**config.mk**
```make
export PLATFORM = sky130hd
export DESIGN_NAME = systolic_drain
export DESIGN_NICKNAME = d
export VERILOG_FILES = /design/src/rtl/tpu_pkg.sv /design/src/rtl/drain_fmt.sv /design/src/rtl/systolic_drain.sv
export SDC_FILE = /design/constraint.sdc
export NUM_CORES = 1
export LEC_CHECK = 0
export ABC_CLOCK_PERIOD_IN_PS = 1700
export CORE_MARGIN = 2
export CORE_UTILIZATION = 44
export DETAILED_ROUTE_END_ITERATION = 7
export MAX_ROUTING_LAYER = met4
export PLACE_DENSITY = 0.77
export SYNTH_ARGS = -nofsm -noshare
export SYNTH_HDL_FRONTEND = slang
export SYNTH_SLANG_ARGS = --single-unit
```
**constraint.sdc**
```tcl
create_clock -name clk -period 1.7 [get_ports clk]
set_clock_uncertainty 0.2 [all_clocks]
set_input_delay 0.34 -clock clk [delete_from_list [all_inputs] [get_ports clk]]
set_output_delay 0.34 -clock clk [all_outputs]
set_load 0.01 [all_outputs]
```
**src/rtl/tpu_pkg.sv**
```systemverilog
// rtl/tpu_pkg.sv - shared TPU widths, drain FSM states and clog2 helper
package tpu_pkg;

    localparam int BF16_W        = 16;
    localparam int FP8_W         = 8;
    localparam int BF16_SIGN_BIT = BF16_W - 1;

    typedef enum logic [0:0] {
        IDLE   = 1'b0,
        STREAM = 1'b1
    } drain_state_e;

    // Ceiling log2; returns 0 for values <= 1 so callers clamp to a 1-bit minimum.
    function automatic int clog2(input int value);
        int r;
        r = 0;
        for (int i = 0; i < 31; i++) begin
            if ((32'sd1 <<< i) < value) begin
                r = i + 1;
            end
        end
        return r;
    endfunction

endpackage

```
**src/rtl/drain_fmt.sv**
```systemverilog
// rtl/drain_fmt.sv - per-word output formatting; ReLU when DRAIN_RELU_EN is defined
module drain_fmt
    import tpu_pkg::*;
(
    input  logic [BF16_W-1:0] word_i,
    output logic [BF16_W-1:0] word_o
);

`ifdef DRAIN_RELU_EN
    // Any negative word, including -0, is clamped to +0.
    always_comb begin
        word_o = word_i;
        if (word_i[BF16_SIGN_BIT]) begin
            word_o = '0;
        end
    end
`else
    // Raw passthrough, bit-exact.
    always_comb begin
        word_o = word_i;
    end
`endif

endmodule

```
**src/rtl/systolic_drain.sv**
```systemverilog
// rtl/systolic_drain.sv - snapshots the PE accumulators and streams them row-major (option: DRAIN_RELU_EN)
module systolic_drain
    import tpu_pkg::*;
#(
    parameter  int N      = 2,
    parameter  int DATA_W = 16,
    localparam int RW     = (clog2(N) < 1) ? 1 : clog2(N)
)
(
    input  logic                  clk,
    input  logic                  rst_n,
    input  logic [N*N*DATA_W-1:0] c_flat,
    input  logic                  capture,
    input  logic                  out_ready,
    output logic                  out_valid,
    output logic [DATA_W-1:0]     out_data,
    output logic [RW-1:0]         out_row,
    output logic [RW-1:0]         out_col,
    output logic                  out_last,
    output logic                  busy,
    output logic                  overrun
);

    localparam int            IW       = (clog2(N * N) < 1) ? 1 : clog2(N * N);
    localparam logic [IW-1:0] LAST_IDX = IW'(N * N - 1);

    drain_state_e            state_q, state_d;
    logic [N*N*DATA_W-1:0]   snap_q, snap_d;
    logic [IW-1:0]           idx_q, idx_d;
    logic                    overrun_q, overrun_d;

    logic                    streaming;
    logic                    is_last;
    logic                    fire;
    logic [DATA_W-1:0]       word_raw;
    logic [DATA_W-1:0]       word_fmt;

    assign streaming = (state_q == STREAM);
    assign is_last   = (idx_q == LAST_IDX);
    assign fire      = streaming && out_ready;
    assign word_raw  = snap_q[int'(idx_q) * DATA_W +: DATA_W];

    drain_fmt u_fmt (
        .word_i (word_raw),
        .word_o (word_fmt)
    );

    // State, snapshot, index and sticky overrun registers.
    always_ff @(posedge clk) begin
        if (!rst_n) begin
            state_q   <= IDLE;
            snap_q    <= '0;
            idx_q     <= '0;
            overrun_q <= 1'b0;
        end else begin
            state_q   <= state_d;
            snap_q    <= snap_d;
            idx_q     <= idx_d;
            overrun_q <= overrun_d;
        end
    end

    // Next-state: capture from IDLE or on the final handshake; otherwise advance on handshakes.
    always_comb begin
        state_d   = state_q;
        snap_d    = snap_q;
        idx_d     = idx_q;
        overrun_d = overrun_q;
        unique case (state_q)
            IDLE: begin
                if (capture) begin
                    snap_d  = c_flat;
                    idx_d   = '0;
                    state_d = STREAM;
                end
            end
            STREAM: begin
                if (fire && is_last) begin
                    if (capture) begin
                        snap_d = c_flat;
                        idx_d  = '0;
                    end else begin
                        idx_d   = '0;
                        state_d = IDLE;
                    end
                end else begin
                    if (fire) begin
                        idx_d = idx_q + 1'b1;
                    end
                    if (capture) begin
                        overrun_d = 1'b1;
                    end
                end
            end
            default: begin
                state_d = IDLE;
            end
        endcase
    end

    // Outputs come only from registered state; word fields are zero while idle.
    always_comb begin
        out_valid = streaming;
        busy      = streaming;
        overrun   = overrun_q;
        out_data  = '0;
        out_row   = '0;
        out_col   = '0;
        out_last  = 1'b0;
        if (streaming) begin
            out_data = word_fmt;
            out_row  = RW'(int'(idx_q) / N);
            out_col  = RW'(int'(idx_q) % N);
            out_last = is_last;
        end
    end

endmodule

```
After elaboration in Yosys (flattened, before gate mapping)
Cells that the tools add are included.

storage, ports and cells
  latch bits = 0
  input bits = 68
  memories = 0
  ROM bits = 0
  register bits = 68
  bits in writable memories = 0

operators by class
  eq/ne operators = 4
  multipliers = 0
  shift-type cells = 1
  reduce and logical (&&, ||, !) cells = 4
  div/mod/pow operators = 0
  add/sub/neg operators = 1
  bitwise operators = 2
  mux-type cells = 14
  $lt $le $gt $ge = 0

operators with widths
  operator                                                                  number
  64-bit 2-to-1 mux                                                         2
  64-bit one-hot mux with 2 select lines                                    1
  64-bit by 7-bit variable part select with 16-bit output                   1
  16-bit 2-to-1 mux                                                         1
  2-bit 2-to-1 mux                                                          3
  1-bit 2-to-1 mux                                                          5
  2-bit one-hot mux with 2 select lines                                     1
  3-bit by 1-bit inequality test with 1-bit output (second input constant)  1
  3-bit AND reduction                                                       1
  2-bit by 1-bit adder with 2-bit output (second input constant)            1
  2-bit == test (second input constant)                                     1
  1-bit logical AND                                                         2
  2-bit by 1-bit inequality test with 1-bit output (second input constant)  1
  2-bit inequality test (second input constant)                             1
  1-bit NOT                                                                 2
  1-bit one-hot mux with 2 select lines                                     1
  2-bit AND reduction                                                       1

Logic depth before layout (Yosys ltp)
Gate-level depths: netlist of the first run.

  depth after elaboration = 4
  depth in mapped cells = 6

By module
From an unflattened synthesis of the first run, not the netlist that was laid out.

unflattened totals
  cells, all modules = 352
  area total of the unflattened synthesis = 3427.0 um2

by module, submodules not included
  module          sequential area each (um2)  instances  cells each  area each (um2)
  systolic_drain  1361.3                      1          336         3306.9
  drain_fmt       0.0                         1          16          120.1

Worst setup path after synthesis of the first run
Ideal clock, no wire load.

  path type = reg-to-output
  from = register idx_q[0]
  to = output out_data[10]
  stages on the path, launching flop included = 5
  setup slack = -0.122 ns
  data arrival time = 1.282 ns
  path through = dfxtp_1 > buf_6 > buf_12 > mux4_2 > and2_1

between the ends
  cells in the longest elaborated chain, start to end = 2

RTL lines
  what                                                     line                   RTL
  start, declared                                          systolic_drain.sv:29   logic [IW-1:0] idx_q, idx_d;
  start signal, assigned                                   systolic_drain.sv:58   idx_q <= idx_d;
  64-bit by 7-bit variable part select with 16-bit output  systolic_drain.sv:41   assign word_raw = snap_q[int'(idx_q) * DATA_W +: DATA_W];
  16-bit 2-to-1 mux                                        systolic_drain.sv:110  if (streaming) begin
  end, declared                                            systolic_drain.sv:16   output logic [DATA_W-1:0] out_data,

No other way between the ends.

Worst setup path in the final report of the first run
  from = register idx_q[0]
  to = output out_data[15]

Same word-level chain as after synthesis.

==> tab_implementation.tex, run 1 <==
\begin{tabular}{lr}
\hline
Metric & Value \\
\hline
\multicolumn{2}{l}{\textbf{Drt}} \\
\quad Wire length after detailed routing & 8990 µm \\
\quad Wire per inst & 16.4 µm \\
\quad Number of nets with antenna violations after detailed routing & 0 \\
\quad Number of design rule violations left after detail routing & 0 \\
\quad Number of vias in the routed layout & 2755 \\
\quad Drt initial violations & 102 \\
\quad Vias per inst & 5.02 \\
\quad Number of iterations in the first detailed-routing pass & 4 \\
\multicolumn{2}{l}{\textbf{Status}} \\
\quad Status & finished, violations left \\
\quad Violated checks & negative setup slack \\
\multicolumn{2}{l}{\textbf{Critical path}} \\
\quad Family with the most delay on the worst path & multiplexers \\
\quad Maximum net fanout on the critical path & 5 \\
\quad Worst Setup Start Kind & flop \\
\quad WS Path Type & flop to primary output \\
\quad Crit path buf inv count & 3 \\
\quad Worst endpoint data arrival time & 1690 ps \\
\quad Element type at the critical path end & primary output \\
\quad Highest cell delay on the worst timing path & 500 ps \\
\quad Most numerous cell on the critical path & sky130\_fd\_sc\_hd\_\_buf\_12 \\
\quad Required time at the endpoint of the critical path & 1160 ps \\
\quad Critical path's slowest cell & sky130\_fd\_sc\_hd\_\_mux4\_2 \\
\quad Crit-path cells & buf\_12 -> buf\_12 -> mux4\_2 -> and2\_4 -> buf\_6 \\
\multicolumn{2}{l}{\textbf{STA}} \\
\quad Unrepaired setup endpoints after global routing & true \\
\quad Fin. max-slew vios & 0 \\
\quad Setup violators final & 85 \\
\quad Transition time at the pin with the least slew margin & 317 ps \\
\quad Max-Slew Margin vs Limit & 78.9\% \\
\quad Max Clock Freq & 449 MHz \\
\quad Post-route minimum period & 2230 ps \\
\quad Final WS setup & -525 ps \\
\quad Final number of hold-violating endpoints & 0 \\
\quad Final worst path period share & 131\% \\
\quad Final sum of negative setup slack & -28580 ps \\
\multicolumn{2}{l}{\textbf{Synth}} \\
\quad Sequential element share of the synthesized area & 41.5\% \\
\quad Synthesized net count & 405 \\
\quad Synth area leader & sky130\_fd\_sc\_hd\_\_dfxtp\_1 \\
\quad Async set-reset flop share out of synthesis & 0\% \\
\quad Most used DFF post-synth & sky130\_fd\_sc\_hd\_\_dfxtp\_1 \\
\quad Post-Synthesis Cells & 336 \\
\quad Biggest area contributors in the synthesized netlist & sky130\_fd\_sc\_hd\_\_dfxtp\_1 (41\%), sky130\_fd\_sc\_hd\_\_mux2i\_1 (20\%), sky130\_fd\_sc\_hd\_\_nand2\_1 (15\%) \\
\quad Synthesized area divided by synthesized cell count & 9.77 µm² \\
\quad Count of flip-flops with a built-in enable after synthesis & 0 \\
\quad Cell with the most instances after synthesis & sky130\_fd\_sc\_hd\_\_nand2\_1 \\
\quad Most common library cells after synthesis & sky130\_fd\_sc\_hd\_\_nand2\_1 (128), sky130\_fd\_sc\_hd\_\_dfxtp\_1 (68), sky130\_fd\_sc\_hd\_\_mux2i\_1 (65), sky130\_fd\_sc\_hd\_\_and2\_1 (18), sky130\_fd\_sc\_hd\_\_clkbuf\_1 (15) \\
\quad Yosys Warn Count & 0 \\
\quad Number of distinct standard cells referenced by the synthesized netlist & 19 \\
\quad Post-Synthesis Cell Area & 3280 µm² \\
\quad Share of the synthesized area in the top cell type & 41.5\% \\
\quad Number of flip-flops and latches in the synthesized netlist & 68 \\
\multicolumn{2}{l}{\textbf{Placed design}} \\
\quad Count of buffers from port buffering & 89 \\
\quad Final GP Congestion & 0.740 \\
\quad Placement-stage worst setup slack & -544 ps \\
\quad HPWL after detailed placement & 5280 µm \\
\multicolumn{2}{l}{\textbf{Power}} \\
\quad Maximum VDD drop & 427 µV \\
\quad Leakage & 0.00209 µW \\
\quad P per Cell Area & 794 nW/µm² \\
\multicolumn{2}{l}{\textbf{Clocking}} \\
\quad Number of buffers inserted by hold repair at cts & 0 \\
\quad Cell chosen for the clock root & sky130\_fd\_sc\_hd\_\_clkbuf\_8 \\
\quad Clk slew on worst S/H paths & 70 ps \\
\quad Clock Latency Late Sink & 320 ps \\
\quad Clock buffer count from CTS & 9 \\
\quad Number of H-tree levels & 3 \\
\quad Clk buf depth & 2 \\
\quad TritonCTS sink count & 68 \\
\quad Clock tree from TritonCTS & built \\
\multicolumn{2}{l}{\textbf{Global routing}} \\
\quad Largest net degree at the start of global routing & 83 \\
\quad Global-route wire length before repair & 14500 µm \\
\quad Vias in the first global route & 2929 \\
\quad Sum of overflow across all layers after global routing & 0 \\
\quad Number of antenna violations at the first check in global routing & 0 \\
\quad Total routing resource utilization after global routing & 23.2\% \\
\multicolumn{2}{l}{\textbf{Layout}} \\
\quad Final antenna diode count & 0 \\
\quad Growth of design area from synthesis to finish & 54.6\% \\
\quad Final nets & 515 \\
\quad Layout cells sized above 1 & 26.7\% \\
\multicolumn{2}{l}{\textbf{Floorplanning}} \\
\quad Placeable core area & 7250 µm² \\
\quad Die Wd & 90.4 µm \\
\quad Starting utilization of the core area & 45.3\% \\
\quad Die outline area & 8170 µm² \\
\quad Number of primary I/O pins & 90 \\
\quad Die height & 90.4 µm \\
\quad Number of rows in the core area & 31 \\
\multicolumn{2}{l}{\textbf{Run}} \\
\quad Reported max-cap violation count & 0 \\
\multicolumn{2}{l}{\textbf{Worst hold path}} \\
\quad Type of the tightest min-delay check & flop to flop \\
\hline
\end{tabular}
metrics by stage:
step                      cells  util (%)  hold WS, ps  cell area [µm²]  power, µW
after floorplan             336         -          230             3330       2120
after global placement      513      60.3          239             4370       2390
after CTS                   552      70.8          256             5130       4080
final                       549      70.0          256             5080       4030
after detailed placement    513      60.3          246             4370       2400
after global routing        549      70.0          271             5080       4190
cell type report:
cell class | count | area (µm²)
Sequential cell | 68 | 1370
Clock inverter | 4 | 72.6
Clock buffer | 11 | 151
Fill cell | 529 | 2180
Multi-Input combinational cell | 239 | 1800
Tap cell | 99 | 124
Timing Repair Buffer | 128 | 1560
routing by layer:
metal	vias to the layer above	share of wire, %	GRT usage (%)
li1	1337	-	-
met1	1315	43	26.3
met2	90	50	40.4
met3	13	4.5	5.51
met4	0	2.3	8.08
met5	-	0	-
layout by cell type (no fill, tap or decap), drive strengths merged:
master         count
a21oi              1
bufinv             2
dfxtp             68
clkbuf            11
ha                 1
clkinvlp           1
mux4              16
a32oi              2
mux2i             65
and2              19
nand2            128
a21boi             1
clkdlybuf4s50     66
clkinv             1
nor2b              4
o21a               1
dlygate4sd2        1
nor2               1
clkdlybuf4s15      2
buf               59
cells by family (layout without fill, tap and decap cells):
logic type / count (synthesis) / count (layout) / share of synthesized area [%]
AOI/OAI and AO/OA: 5 / 5 / 1.26
and+or+nand+nor: 152 / 152 / 19.2
DFF: 68 / 68 / 41.5
buffers and inverters: 29 / 143 / 5.91
muxes: 81 / 81 / 31.8
adders and majority gates: 1 / 1 / 0.381
worst paths after layout:
kind                                               from  depth (start not counted)                 endpoint  slack (ps)
worst max-delay path              idx_q[0]$_SDFFE_PN0P_                          5             out_data[15]        -530
worst max register to register    idx_q[0]$_SDFFE_PN0P_                         11  snap_q[55]$_SDFFE_PN0P_        -420
worst min register to register  snap_q[28]$_SDFFE_PN0P_                          2  snap_q[28]$_SDFFE_PN0P_         260
worst min-delay path            snap_q[28]$_SDFFE_PN0P_                          2  snap_q[28]$_SDFFE_PN0P_         260
power by group:
group	switching [µW]	internal (µW)	total, µW
clock	574	896	1470
sequential	60.9	1690	1760
combinational	300	503	804
state kept, by name (all words and copies together) (netlist names):
| signal | cells |
|---|---|
| busy | 1 |
| idx_q | 2 |
| overrun | 1 |
| snap_q | 64 |
what timing repair did:
| item | in CTS | in global routing |
|---|---|---|
| cloned | 10 | 0 |
| setup endpoints to repair | 86 | 87 |
| pin swaps | 17 | 4 |
| buffers inserted | 14 | 4 |
| gates resized for setup | 137 | 17 |
tightest hold or removal path: stages (launching register included):
cell                      delay [ps]
sky130_fd_sc_hd__dfxtp_1         310
sky130_fd_sc_hd__nand2_1          50
sky130_fd_sc_hd__mux2i_1          50
No activity file was read; power rests on OpenSTA's default activity.
==> run 2, diff against run 1 <==
Settings changed: SLEW_MARGIN set to 20.
==> results of run 2 <==
No change in the layout: final DEF, timing and power equal those of run 1.
==> run 3, diff against run 2 <==
Settings changed: ABC_CLOCK_PERIOD_IN_PS 1700 to unset.
==> results of run 3 <==
No change in the layout: final DEF, timing and power equal those of run 1.
